<file path="config.mk">
export PLATFORM = sky130hd
export DESIGN_NAME = vga_timing_gen_flat
export DESIGN_NICKNAME = d
export VERILOG_FILES = /design/src/rtl/vga_pkg.sv /design/src/rtl/vga_timing_gen_if.sv /design/src/rtl/vga_timing_axis.sv /design/src/rtl/vga_timing_gen.sv /design/src/flat_wrapper.sv
export SDC_FILE = /design/constraint.sdc
export NUM_CORES = 1
export LEC_CHECK = 0
export CORE_MARGIN = 2
export CORE_UTILIZATION = 50
export DETAILED_ROUTE_END_ITERATION = 10
export GPL_TIMING_DRIVEN = 1
export PLACE_DENSITY = 0.77
export SYNTH_ARGS = -nofsm -noshare
export SYNTH_HDL_FRONTEND = slang
export SYNTH_SLANG_ARGS = --single-unit
</file>
<file path="constraint.sdc">
create_clock -name clk -period 3 [get_ports clk]
set_input_delay 0.6 -clock clk [delete_from_list [all_inputs] [get_ports clk]]
set_output_delay 0.6 -clock clk [all_outputs]
set_load 0.05 [all_outputs]
</file>
<file path="src/rtl/vga_pkg.sv">
// Shared definitions for the VGA timing generator family.
// Holds the per-axis segment state encoding, the default 640x480@60
// timing constants, and small sizing helpers used by the axis counter
// and the top-level coordinate outputs.
package vga_pkg;

    // Axis segment order is FP -> SYNC -> BP -> VIS -> FP.
    typedef enum logic [1:0] {
        ST_FP   = 2'd0,
        ST_SYNC = 2'd1,
        ST_BP   = 2'd2,
        ST_VIS  = 2'd3
    } axis_state_t;

    // Default 640x480@60 timing (25.175 MHz pixel clock).
    localparam int DEF_H_VIS  = 640;
    localparam int DEF_H_FP   = 16;
    localparam int DEF_H_SYNC = 96;
    localparam int DEF_H_BP   = 48;
    localparam int DEF_V_VIS  = 480;
    localparam int DEF_V_FP   = 10;
    localparam int DEF_V_SYNC = 2;
    localparam int DEF_V_BP   = 33;

    function automatic axis_state_t axis_next(axis_state_t s);
        case (s)
            ST_FP:   return ST_SYNC;
            ST_SYNC: return ST_BP;
            ST_BP:   return ST_VIS;
            default: return ST_FP;
        endcase
    endfunction

    // Width able to hold 0..len-1; never narrower than one bit.
    function automatic int vis_w(int len);
        return (len > 1) ? $clog2(len) : 1;
    endfunction

    // Segment counter width: sized to the longest segment on the axis.
    function automatic int seg_cnt_w(int fp, int sync, int bp, int vis);
        int m;
        m = fp;
        if (sync > m) m = sync;
        if (bp > m)   m = bp;
        if (vis > m)  m = vis;
        return vis_w(m);
    endfunction

endpackage

</file>
<file path="src/rtl/vga_timing_gen_if.sv">
// Pixel-timing bundle between the timing generator and the pixel pipeline.
//   clk_en      : pixel advance enable (driven by the integrator)
//   h_sync      : horizontal sync at configured polarity
//   v_sync      : vertical sync at configured polarity
//   h_active    : horizontal visible region
//   v_active    : vertical visible region
//   active      : h_active & v_active
//   x, y        : pixel column/row inside the visible region, else 0
//   line_start  : first pixel of every line
//   frame_start : first pixel of every frame
// master = timing generator, slave = pixel pipeline.
interface vga_timing_gen_if
    import vga_pkg::*;
#(
    parameter int XW = vis_w(DEF_H_VIS),
    parameter int YW = vis_w(DEF_V_VIS)
);
    logic          clk_en;
    logic          h_sync;
    logic          v_sync;
    logic          h_active;
    logic          v_active;
    logic          active;
    logic [XW-1:0] x;
    logic [YW-1:0] y;
    logic          line_start;
    logic          frame_start;

    modport master (
        input  clk_en,
        output h_sync, v_sync, h_active, v_active, active,
        output x, y, line_start, frame_start
    );

    modport slave (
        output clk_en,
        input  h_sync, v_sync, h_active, v_active, active,
        input  x, y, line_start, frame_start
    );
endinterface

</file>
<file path="src/rtl/vga_timing_axis.sv">
// One timing axis: a four-segment FSM (FP -> SYNC -> BP -> VIS -> FP)
// with a shared segment counter. Each step advances the counter; on the
// last count of a segment the counter clears and the state moves on.
// Ports:
//   clk     : pixel-domain clock
//   reset   : asynchronous, active-low reset (state FP, count 0)
//   step_i  : advance this axis by one unit (pixel or line)
//   state_o : current segment
//   count_o : position inside the current segment
//   last_o  : step on the final unit of the visible segment
module vga_timing_axis
    import vga_pkg::*;
#(
    parameter int FP   = DEF_H_FP,
    parameter int SYNC = DEF_H_SYNC,
    parameter int BP   = DEF_H_BP,
    parameter int VIS  = DEF_H_VIS,
    localparam int CW  = seg_cnt_w(FP, SYNC, BP, VIS)
) (
    input  logic          clk,
    input  logic          reset,
    input  logic          step_i,
    output axis_state_t   state_o,
    output logic [CW-1:0] count_o,
    output logic          last_o
);

    if (FP < 1 || SYNC < 1 || BP < 1 || VIS < 1) begin : g_bad_cfg
        $fatal(1, "vga_timing_axis: every segment length must be >= 1");
    end

    axis_state_t   state_q, state_d;
    logic [CW-1:0] count_q, count_d;

    function automatic logic [CW-1:0] seg_end(axis_state_t s);
        case (s)
            ST_FP:   return CW'(FP - 1);
            ST_SYNC: return CW'(SYNC - 1);
            ST_BP:   return CW'(BP - 1);
            default: return CW'(VIS - 1);
        endcase
    endfunction

    always_comb begin
        state_d = state_q;
        count_d = count_q;
        if (step_i) begin
            // A width-1 segment hits its end on count 0, so it lasts one step.
            if (count_q == seg_end(state_q)) begin
                count_d = '0;
                state_d = axis_next(state_q);
            end else begin
                count_d = count_q + 1'b1;
            end
        end
    end

    always_ff @(posedge clk or negedge reset) begin
        if (!reset) begin
            state_q <= ST_FP;
            count_q <= '0;
        end else begin
            state_q <= state_d;
            count_q <= count_d;
        end
    end

    assign state_o = state_q;
    assign count_o = count_q;
    assign last_o  = step_i && (state_q == ST_VIS) && (count_q == CW'(VIS - 1));

endmodule

</file>
<file path="src/rtl/vga_timing_gen.sv">
// Parametrised VGA timing generator. A horizontal axis steps on every
// enabled pixel; a vertical axis steps on the last visible pixel of each
// line. All outputs are combinational decodes of the two axis registers,
// so they change only on enabled clock edges (or on reset).
// Ports:
//   clk   : pixel-domain clock
//   reset : asynchronous, active-low reset
//   vif   : timing bundle (clk_en in; sync, active, x/y, strobes out)
module vga_timing_gen
    import vga_pkg::*;
#(
    parameter int H_VIS      = DEF_H_VIS,
    parameter int H_FP       = DEF_H_FP,
    parameter int H_SYNC     = DEF_H_SYNC,
    parameter int H_BP       = DEF_H_BP,
    parameter int V_VIS      = DEF_V_VIS,
    parameter int V_FP       = DEF_V_FP,
    parameter int V_SYNC     = DEF_V_SYNC,
    parameter int V_BP       = DEF_V_BP,
    parameter bit H_SYNC_POL = 1'b0,
    parameter bit V_SYNC_POL = 1'b0,
    parameter int XW         = vis_w(H_VIS),
    parameter int YW         = vis_w(V_VIS)
) (
    input logic              clk,
    input logic              reset,
    vga_timing_gen_if.master vif
);

    localparam int HCW = seg_cnt_w(H_FP, H_SYNC, H_BP, H_VIS);
    localparam int VCW = seg_cnt_w(V_FP, V_SYNC, V_BP, V_VIS);

    axis_state_t    h_state, v_state;
    logic [HCW-1:0] h_cnt;
    logic [VCW-1:0] v_cnt;
    logic           h_last;
    logic           v_last_unused;

    vga_timing_axis #(
        .FP   (H_FP),
        .SYNC (H_SYNC),
        .BP   (H_BP),
        .VIS  (H_VIS)
    ) u_h_axis (
        .clk     (clk),
        .reset   (reset),
        .step_i  (vif.clk_en),
        .state_o (h_state),
        .count_o (h_cnt),
        .last_o  (h_last)
    );

    vga_timing_axis #(
        .FP   (V_FP),
        .SYNC (V_SYNC),
        .BP   (V_BP),
        .VIS  (V_VIS)
    ) u_v_axis (
        .clk     (clk),
        .reset   (reset),
        .step_i  (h_last),
        .state_o (v_state),
        .count_o (v_cnt),
        .last_o  (v_last_unused)
    );

    logic h_vis, v_vis, line_first;

    assign h_vis      = (h_state == ST_VIS);
    assign v_vis      = (v_state == ST_VIS);
    assign line_first = (h_state == ST_FP) && (h_cnt == '0);

    assign vif.h_sync      = (h_state == ST_SYNC) ? H_SYNC_POL : ~H_SYNC_POL;
    assign vif.v_sync      = (v_state == ST_SYNC) ? V_SYNC_POL : ~V_SYNC_POL;
    assign vif.h_active    = h_vis;
    assign vif.v_active    = v_vis;
    assign vif.active      = h_vis && v_vis;
    // Counters are sized to the longest segment; in VIS they never exceed VIS-1.
    assign vif.x           = h_vis ? XW'(h_cnt) : '0;
    assign vif.y           = v_vis ? YW'(v_cnt) : '0;
    // Strobes are qualified by clk_en so they mark exactly one enabled cycle.
    assign vif.line_start  = vif.clk_en && line_first;
    assign vif.frame_start = vif.clk_en && line_first &&
                             (v_state == ST_FP) && (v_cnt == '0);

endmodule

</file>
<file path="src/flat_wrapper.sv">
// flat-port wrapper written by rule: the top's interface ports become plain ports
module vga_timing_gen_flat import vga_pkg::*;
#(
    parameter int H_VIS      = DEF_H_VIS,
    parameter int H_FP       = DEF_H_FP,
    parameter int H_SYNC     = DEF_H_SYNC,
    parameter int H_BP       = DEF_H_BP,
    parameter int V_VIS      = DEF_V_VIS,
    parameter int V_FP       = DEF_V_FP,
    parameter int V_SYNC     = DEF_V_SYNC,
    parameter int V_BP       = DEF_V_BP,
    parameter bit H_SYNC_POL = 1'b0,
    parameter bit V_SYNC_POL = 1'b0,
    parameter int XW         = vis_w(H_VIS),
    parameter int YW         = vis_w(V_VIS)
)
  (clk, reset, vif_clk_en, vif_h_sync, vif_v_sync, vif_h_active, vif_v_active, vif_active, vif_x, vif_y, vif_line_start, vif_frame_start);
  vga_timing_gen_if #(.XW(XW), .YW(YW)) vif_i ();
  input logic clk;
  input logic reset;
  input wire logic [$bits(vif_i.clk_en)-1:0] vif_clk_en;
  output wire logic [$bits(vif_i.h_sync)-1:0] vif_h_sync;
  output wire logic [$bits(vif_i.v_sync)-1:0] vif_v_sync;
  output wire logic [$bits(vif_i.h_active)-1:0] vif_h_active;
  output wire logic [$bits(vif_i.v_active)-1:0] vif_v_active;
  output wire logic [$bits(vif_i.active)-1:0] vif_active;
  output wire logic [$bits(vif_i.x)-1:0] vif_x;
  output wire logic [$bits(vif_i.y)-1:0] vif_y;
  output wire logic [$bits(vif_i.line_start)-1:0] vif_line_start;
  output wire logic [$bits(vif_i.frame_start)-1:0] vif_frame_start;
  assign vif_i.clk_en = vif_clk_en;
  assign vif_h_sync = vif_i.h_sync;
  assign vif_v_sync = vif_i.v_sync;
  assign vif_h_active = vif_i.h_active;
  assign vif_v_active = vif_i.v_active;
  assign vif_active = vif_i.active;
  assign vif_x = vif_i.x;
  assign vif_y = vif_i.y;
  assign vif_line_start = vif_i.line_start;
  assign vif_frame_start = vif_i.frame_start;
  vga_timing_gen #(.H_VIS(H_VIS), .H_FP(H_FP), .H_SYNC(H_SYNC), .H_BP(H_BP), .V_VIS(V_VIS), .V_FP(V_FP), .V_SYNC(V_SYNC), .V_BP(V_BP), .H_SYNC_POL(H_SYNC_POL), .V_SYNC_POL(V_SYNC_POL), .XW(XW), .YW(YW)) u_core (.clk(clk), .reset(reset), .vif(vif_i));
endmodule
</file>
### Yosys cells after proc, flatten, opt, wreduce, memory -nomap -nowiden

Index checks and enable logic that the tools add are counted.

| word-level totals | value |
|---|---|
| output and inout port bits | 26 |
| input port bits | 3 |
| flip-flop bits (word level) | 23 |
| logic and storage cells | 40 |

| operators by class | value |
|---|---|
| reductions and logical operators | 13 |
| $add $sub $neg | 2 |
| multiplexer cells | 12 |
| equal/unequal tests | 9 |

Operators by type and width:

| kind | number |
|---|---|
| $mux 10 | 3 |
| $pmux 10 s3 | 1 |
| $mux 9 | 3 |
| $pmux 9 s3 | 1 |
| $pmux 2 s3 | 2 |
| $add 10x1->10 const B | 1 |
| $eq 10x10->1 | 1 |
| $eq 10x10->1 const B | 1 |
| $logic_not 10->1 | 1 |
| $add 9x1->9 const B | 1 |
| $eq 9x9->1 | 1 |
| $logic_not 9->1 | 1 |
| $eq 2x2->1 const B | 4 |
| $logic_and 1x1->1 | 7 |
| $eq 2x1->1 const B | 2 |
| $logic_not 2->1 | 2 |
| $reduce_and 2->1 | 2 |
| $mux 1 | 2 |

### Depth between registers and ports, before layout

| logic depth | value |
|---|---|
| word-level depth | 6 |
| mapped depth | 7 |
| depth with buffers taken out | 6 |

### Modules after synthesis

From an unflattened synthesis, not the netlist that was laid out.

| unflattened totals | value |
|---|---|
| cells, all modules | 182 |
| area total of the unflattened synthesis | 1654.1 µm² |

Modules (own cells, without submodules):

| module | area each (µm²) | cells each | times used | seq. area each (µm²) |
|---|---|---|---|---|
| vga_timing_axis at u_core.u_h_axis | 732.0 | 72 | 1 | 300.3 |
| vga_timing_axis at u_core.u_v_axis | 695.7 | 73 | 1 | 275.3 |
| vga_timing_gen | 226.5 | 37 | 1 | 0.0 |

### Least setup slack after synthesis

OpenSTA, ideal clock, no wires.

| timing | value |
|---|---|
| kind | register to output |
| start point | register u_core.u_h_axis.state_q[0], in the netlist u_core.u_h_axis.state_o[0] |
| end point | output port vif_frame_start |
| path slack | -746 ps |
| arrival | 3146 ps |
| data required time | 2400 ps |
| stages on the path, launching flop included | 7 |
| path buffers | 0 |
| path through | dfrtp_1 -> inv_1 -> ha_1 -> nor4bb_1 -> nand4_1 -> nor4_1 -> and3_1 |

| on the way | value |
|---|---|
| longest elaborated chain between the ends | 5 |

Ends and longest elaborated chain:

| element | RTL line | text |
|---|---|---|
| start: declaration | vga_timing_axis.sv:32 | `axis_state_t state_q, state_d;` |
| start signal: assignment | vga_timing_axis.sv:63 | `state_q <= state_d;` |
| $logic_not 2->1 | vga_timing_gen.sv:71 | `assign line_first = (h_state == ST_FP) && (h_cnt == '0);` |
| $logic_and 1x1->1 | vga_timing_gen.sv:71 |  |
| $logic_and 1x1->1 | -- |  |
| net vif_line_start | flat_wrapper.sv:29 | `output wire logic [$bits(vif_i.line_start)-1:0] vif_line_start;` |
| $logic_and 1x1->1 | vga_timing_gen.sv:83 | `assign vif.frame_start = vif.clk_en && line_first &&` |
| $logic_and 1x1->1 | vga_timing_gen.sv:84 | `(v_state == ST_FP) && (v_cnt == '0);` |
| end: declaration | flat_wrapper.sv:30 | `output wire logic [$bits(vif_i.frame_start)-1:0] vif_frame_start;` |

The timed path passes the listed nets, and every way through them passes these cells.

### Worst setup path in the final report

| timing | value |
|---|---|
| start point | register u_core.u_v_axis.state_q[1], in the netlist u_core.u_v_axis.state_o[1] |
| end point | output port vif_y[2] |

| on the way | value |
|---|---|
| longest elaborated chain between the ends | 2 |

Ends and longest elaborated chain:

| element | RTL line | text |
|---|---|---|
| start: declaration | vga_timing_axis.sv:32 |  |
| start signal: assignment | vga_timing_axis.sv:63 |  |
| $eq 2x2->1 | vga_timing_gen.sv:70 | `assign v_vis = (v_state == ST_VIS);` |
| $mux 9 | vga_timing_gen.sv:80 | `assign vif.y = v_vis ? YW'(v_cnt) : '0;` |
| end: declaration | flat_wrapper.sv:28 | `output wire logic [$bits(vif_i.y)-1:0] vif_y;` |

No other way between the ends.

==> out/qor.csv <==
stage,metric,value,unit
worst_setup_path,reg2reg setup slack,0.43,ns
worst_hold_path,Hold Path Stages,2,
clock_tree,H-tree lvl count,1,
timing,setup_tns,0,ns
flow_run,max cap viols,0,
clock_tree,CTS tree,built,
route,post-DR vias/cell,5.531,
worst_hold_path,Hold Crit Class,flop to flop,
yosys,Synth Warn #,0,
worst_setup_path,"CP delay by family, top",buffers and inverters,
worst_setup_path,Max stage delay on crit path,0.80,ns
yosys,number of flops mapped to enable cells by yosys,0,
route,detailed-route via count,1427,
yosys,Mapped Cells,186,
clock_tree,Clock Latency Late Sink,0.31,ns
route,Routed WL,3633,um
timing,Final Setup Violations,0,
worst_setup_path,WP data arrival,2.21,ns
worst_setup_path,Crit. End Element,primary output,
yosys,mapped cell area,1687,um^2
timing,fin crit period,2.808,ns
worst_setup_path,slowest cell on the critical path,clkdlybuf4s50_1,
timing,Peak Freq,356.1,MHz
timing,RSZ-0062 raised after global routing,no,
yosys,syn_area_per_cell,9.068,um^2
yosys,share of the synthesized area in the top cell type,34.12,%
final_layout,Final Core Density,62.82,%
placement,dpl cells,254,
worst_setup_path,startpoint types,flop,
clock_tree,hold_buf cts,0,
placement,RD Place Congestion,0.8680,
worst_setup_path,data required time at the worst endpoint,2.40,ns
global_routing,first-pass GRT wire length,5975,um
yosys,"Seq/Total Area, Yosys",34.12,%
worst_setup_path,Critical Path Fanout Max,12,
clock_tree,Post-CTS Setup Repair Bufs,0,
global_routing,number of antenna violations at the first check in global routing,0,
placement,Detailed Place HPWL,2817,um
route,antenna-violating nets left,0,
yosys,Synth area leader,dfrtp_1,
worst_hold_path,WHS Endpoint,u_core.u_v_axis.state_o[0]$_DFFE_PN0P_,
timing,Final Cycle Share,93.61,%
clock_tree,Sink Count,23,
clock_tree,Max clock buf depth,2,
die,Die Y,62.08,um
placement,Buffers on Ports,28,
final_layout,final-stage net count,236,
global_routing,vias in the first global route,1334,
pwr,Cell Pwr Density,329.3,nW/um^2
worst_setup_path,"Top cell by count, worst path",ha_1,
final_layout,Layout area overhead,22.33,%
final_layout,Multi-input gate area,1044,um^2
die,Die W,62.08,um
final_layout,layout cells sized above 1,7.075,%
die,number of I/O pins,29,
route,DRT iter0 DRCs,104,
clock_tree,Clock transition at path regs,0.13,ns
final_layout,ANT cells,0,
die,Starting Density,51.35,%
worst_setup_path,worst flop-to-flop path endpoint,u_core.u_h_axis.state_o[1]$_DFFE_PN0P_,
pwr,P_leak,0.0008824,uW
global_routing,largest net degree at the start of global routing,24,
final_layout,# fillers,297,
die,die footprint,3854,um^2
pwr,Peak supply drop,0.2526,mV
route,DRC Markers,0,
yosys,"Async S/R FF share, synth",100.0,%
route,drt pass-1 iters,4,
global_routing,Total GRT Usage,21.13,%
yosys,post-synth cell types,43,
worst_setup_path,classification of the worst setup path,flop to primary output,
route,wire per inst,14.08,um
yosys,Syn Nets,209,
final_layout,"non-filler cells, final",258,
clock_tree,cts repair resizes,0,
clock_tree,cts bufs inserted,3,
timing,Fin. Hold Viols,0,
worst_setup_path,FF-to-FF Start,u_core.u_h_axis.state_o[0]$_DFFE_PN0P_,
worst_setup_path,Critical path buffers and inverters,1,
timing,Tightest Pin Transition,0.5761,ns
yosys,ys flop type,dfrtp_1,
die,row count,21,
timing,clk_skew,0.001318,ns
die,core area,3284,um^2
worst_setup_path,CP Cell Sequence,ha_1 -> ha_1 -> clkdlybuf4s50_1,
yosys,synth top area cells,"dfrtp_1 34%, ha_1 15%, and2_1 5.6%",
clock_tree,Clock Tree Root,clkbuf_4,
worst_hold_path,Hold Crit Start,u_core.u_v_axis.state_o[0]$_DFFE_PN0P_,
worst_setup_path,Worst R2R Path Depth,6,
final_layout,area occupied by registers,575.6,um^2
yosys,number of synthesized register bits,23,
run_status,run status,finished clean,
global_routing,Congestion Overflow GR,0,
timing,slew margin rel.,61.59,%
pwr,Final Power,679.4,uW
timing,Final Slew Violations,0,
==> flip-flops by register name (all words and copies together) (netlist names) <==
name	count
u_core.u_v_axis.state_o	2
u_core.u_h_axis.count_o	10
u_core.u_v_axis.count_o	9
u_core.u_h_axis.state_o	2
==> stage by stage <==
step | cell area [um^2] | hold slack (ns) | setup slack, ns
2_1_floorplan | 1702 | 0.3044 | 0.2251
3_3_place_gp | 2037 | 0.5602 | 0.3357
3_5_place_dp | 2037 | 0.5769 | 0.2873
4_1_cts | 2063 | 0.6036 | 0.1509
5_1_grt | 2063 | 0.6385 | 0.02953
6_report | 2063 | 0.5903 | 0.1918
==> cell families (layout without fill, tap and decap cells) <==
logic type / Yosys count / count (layout) / share of synthesized area, %
AO/OA/AOI/OAI: 26 / 26 / 11.57
XOR/XNOR: 8 / 8 / 4.154
flip-flops: 23 / 23 / 34.12
AND/OR/NAND/NOR: 86 / 86 / 28.26
multiplexers: 3 / 3 / 2.151
buffers and inverters: 20 / 46 / 4.896
adder cells (fa/ha/maj): 20 / 20 / 14.84
==> power breakdown <==
part           internal, uW  switching (uW)
Sequential              344            79.7
Combinational          50.6            58.1
Clock                  51.9            94.7
==> layer usage <==
metal	part of all wire (%)	wire, um	global-route usage (%)
met1	41	1502	25.06
met2	54	1945	38.99
met3	4.3	157	1.863
met5	0	0	0
met4	0.74	27	8.207
==> worst min-delay path: stages, from the launching register on <==
cell and delay [ns]:
dfrtp_1 0.41, o21ai_0 0.09, o21ai_0 0.06
==> Yosys cell counts (2+ instances only) <==
cell type  number
ha_1           20
and2_1         15
xor2_1          4
o21bai_1        2
or4_1           2
nor3_1          4
nand3_1        10
nor3b_1         2
nand3b_1        2
nand2_1        18
or3_1           4
nand4_1         3
o31ai_1         2
dfrtp_1        23
o211ai_1        3
a22oi_1         3
nor2_1         11
inv_1          12
nor4_1          2
and3_1          2
or2_2           2
clkbuf_1        7
nand4b_1        3
xnor2_1         4
o21ai_0         7
a21oi_1         2
==> placed cells by master (no fill, tap or decap), types with 3 or more instances in the layout <==
master           netlist  final
nand2_1               18     18
and2_1                15     15
ha_1                  20     20
clkbuf_4               0      3
nor2_1                11     11
inv_1                 12     12
a22oi_1                3      3
nand3_1               10     10
o211ai_1               3      3
clkdlybuf4s50_1        0     26
xor2_1                 4      4
nand4_1                3      3
nor3_1                 4      4
o21ai_0                7      7
dfrtp_1               23     23
xnor2_1                4      4
nand4b_1               3      3
or3_1                  4      4
==> final cells by class <==
type                    instances  share of cell area (%)
clock buffers                   4                   1.273
inverters                      12                   2.183
multi-input cells             143                   50.58
flip-flops and latches         23                   27.90
well taps                      46                   2.790
repair buffers                 30                   15.28
==> worst max path at each step <==
stage,slack (ns),to,startpoint,cells after the start
after CTS,0.15,vif_y[2],u_core.u_v_axis.state_o[1]$_DFFE_PN0P_,3
after floorplan,0.23,vif_frame_start,u_core.u_h_axis.state_o[0]$_DFFE_PN0P_,6
final,0.19,vif_y[2],u_core.u_v_axis.state_o[1]$_DFFE_PN0P_,3
after global routing,0.03,vif_frame_start,u_core.u_h_axis.state_o[0]$_DFFE_PN0P_,7
after detailed placement,0.29,u_core.u_v_axis.state_o[1]$_DFFE_PN0P_,vif_clk_en,5
after global placement,0.34,u_core.u_v_axis.state_o[1]$_DFFE_PN0P_,vif_clk_en,5
No activity file was read; power rests on OpenSTA's default activity.
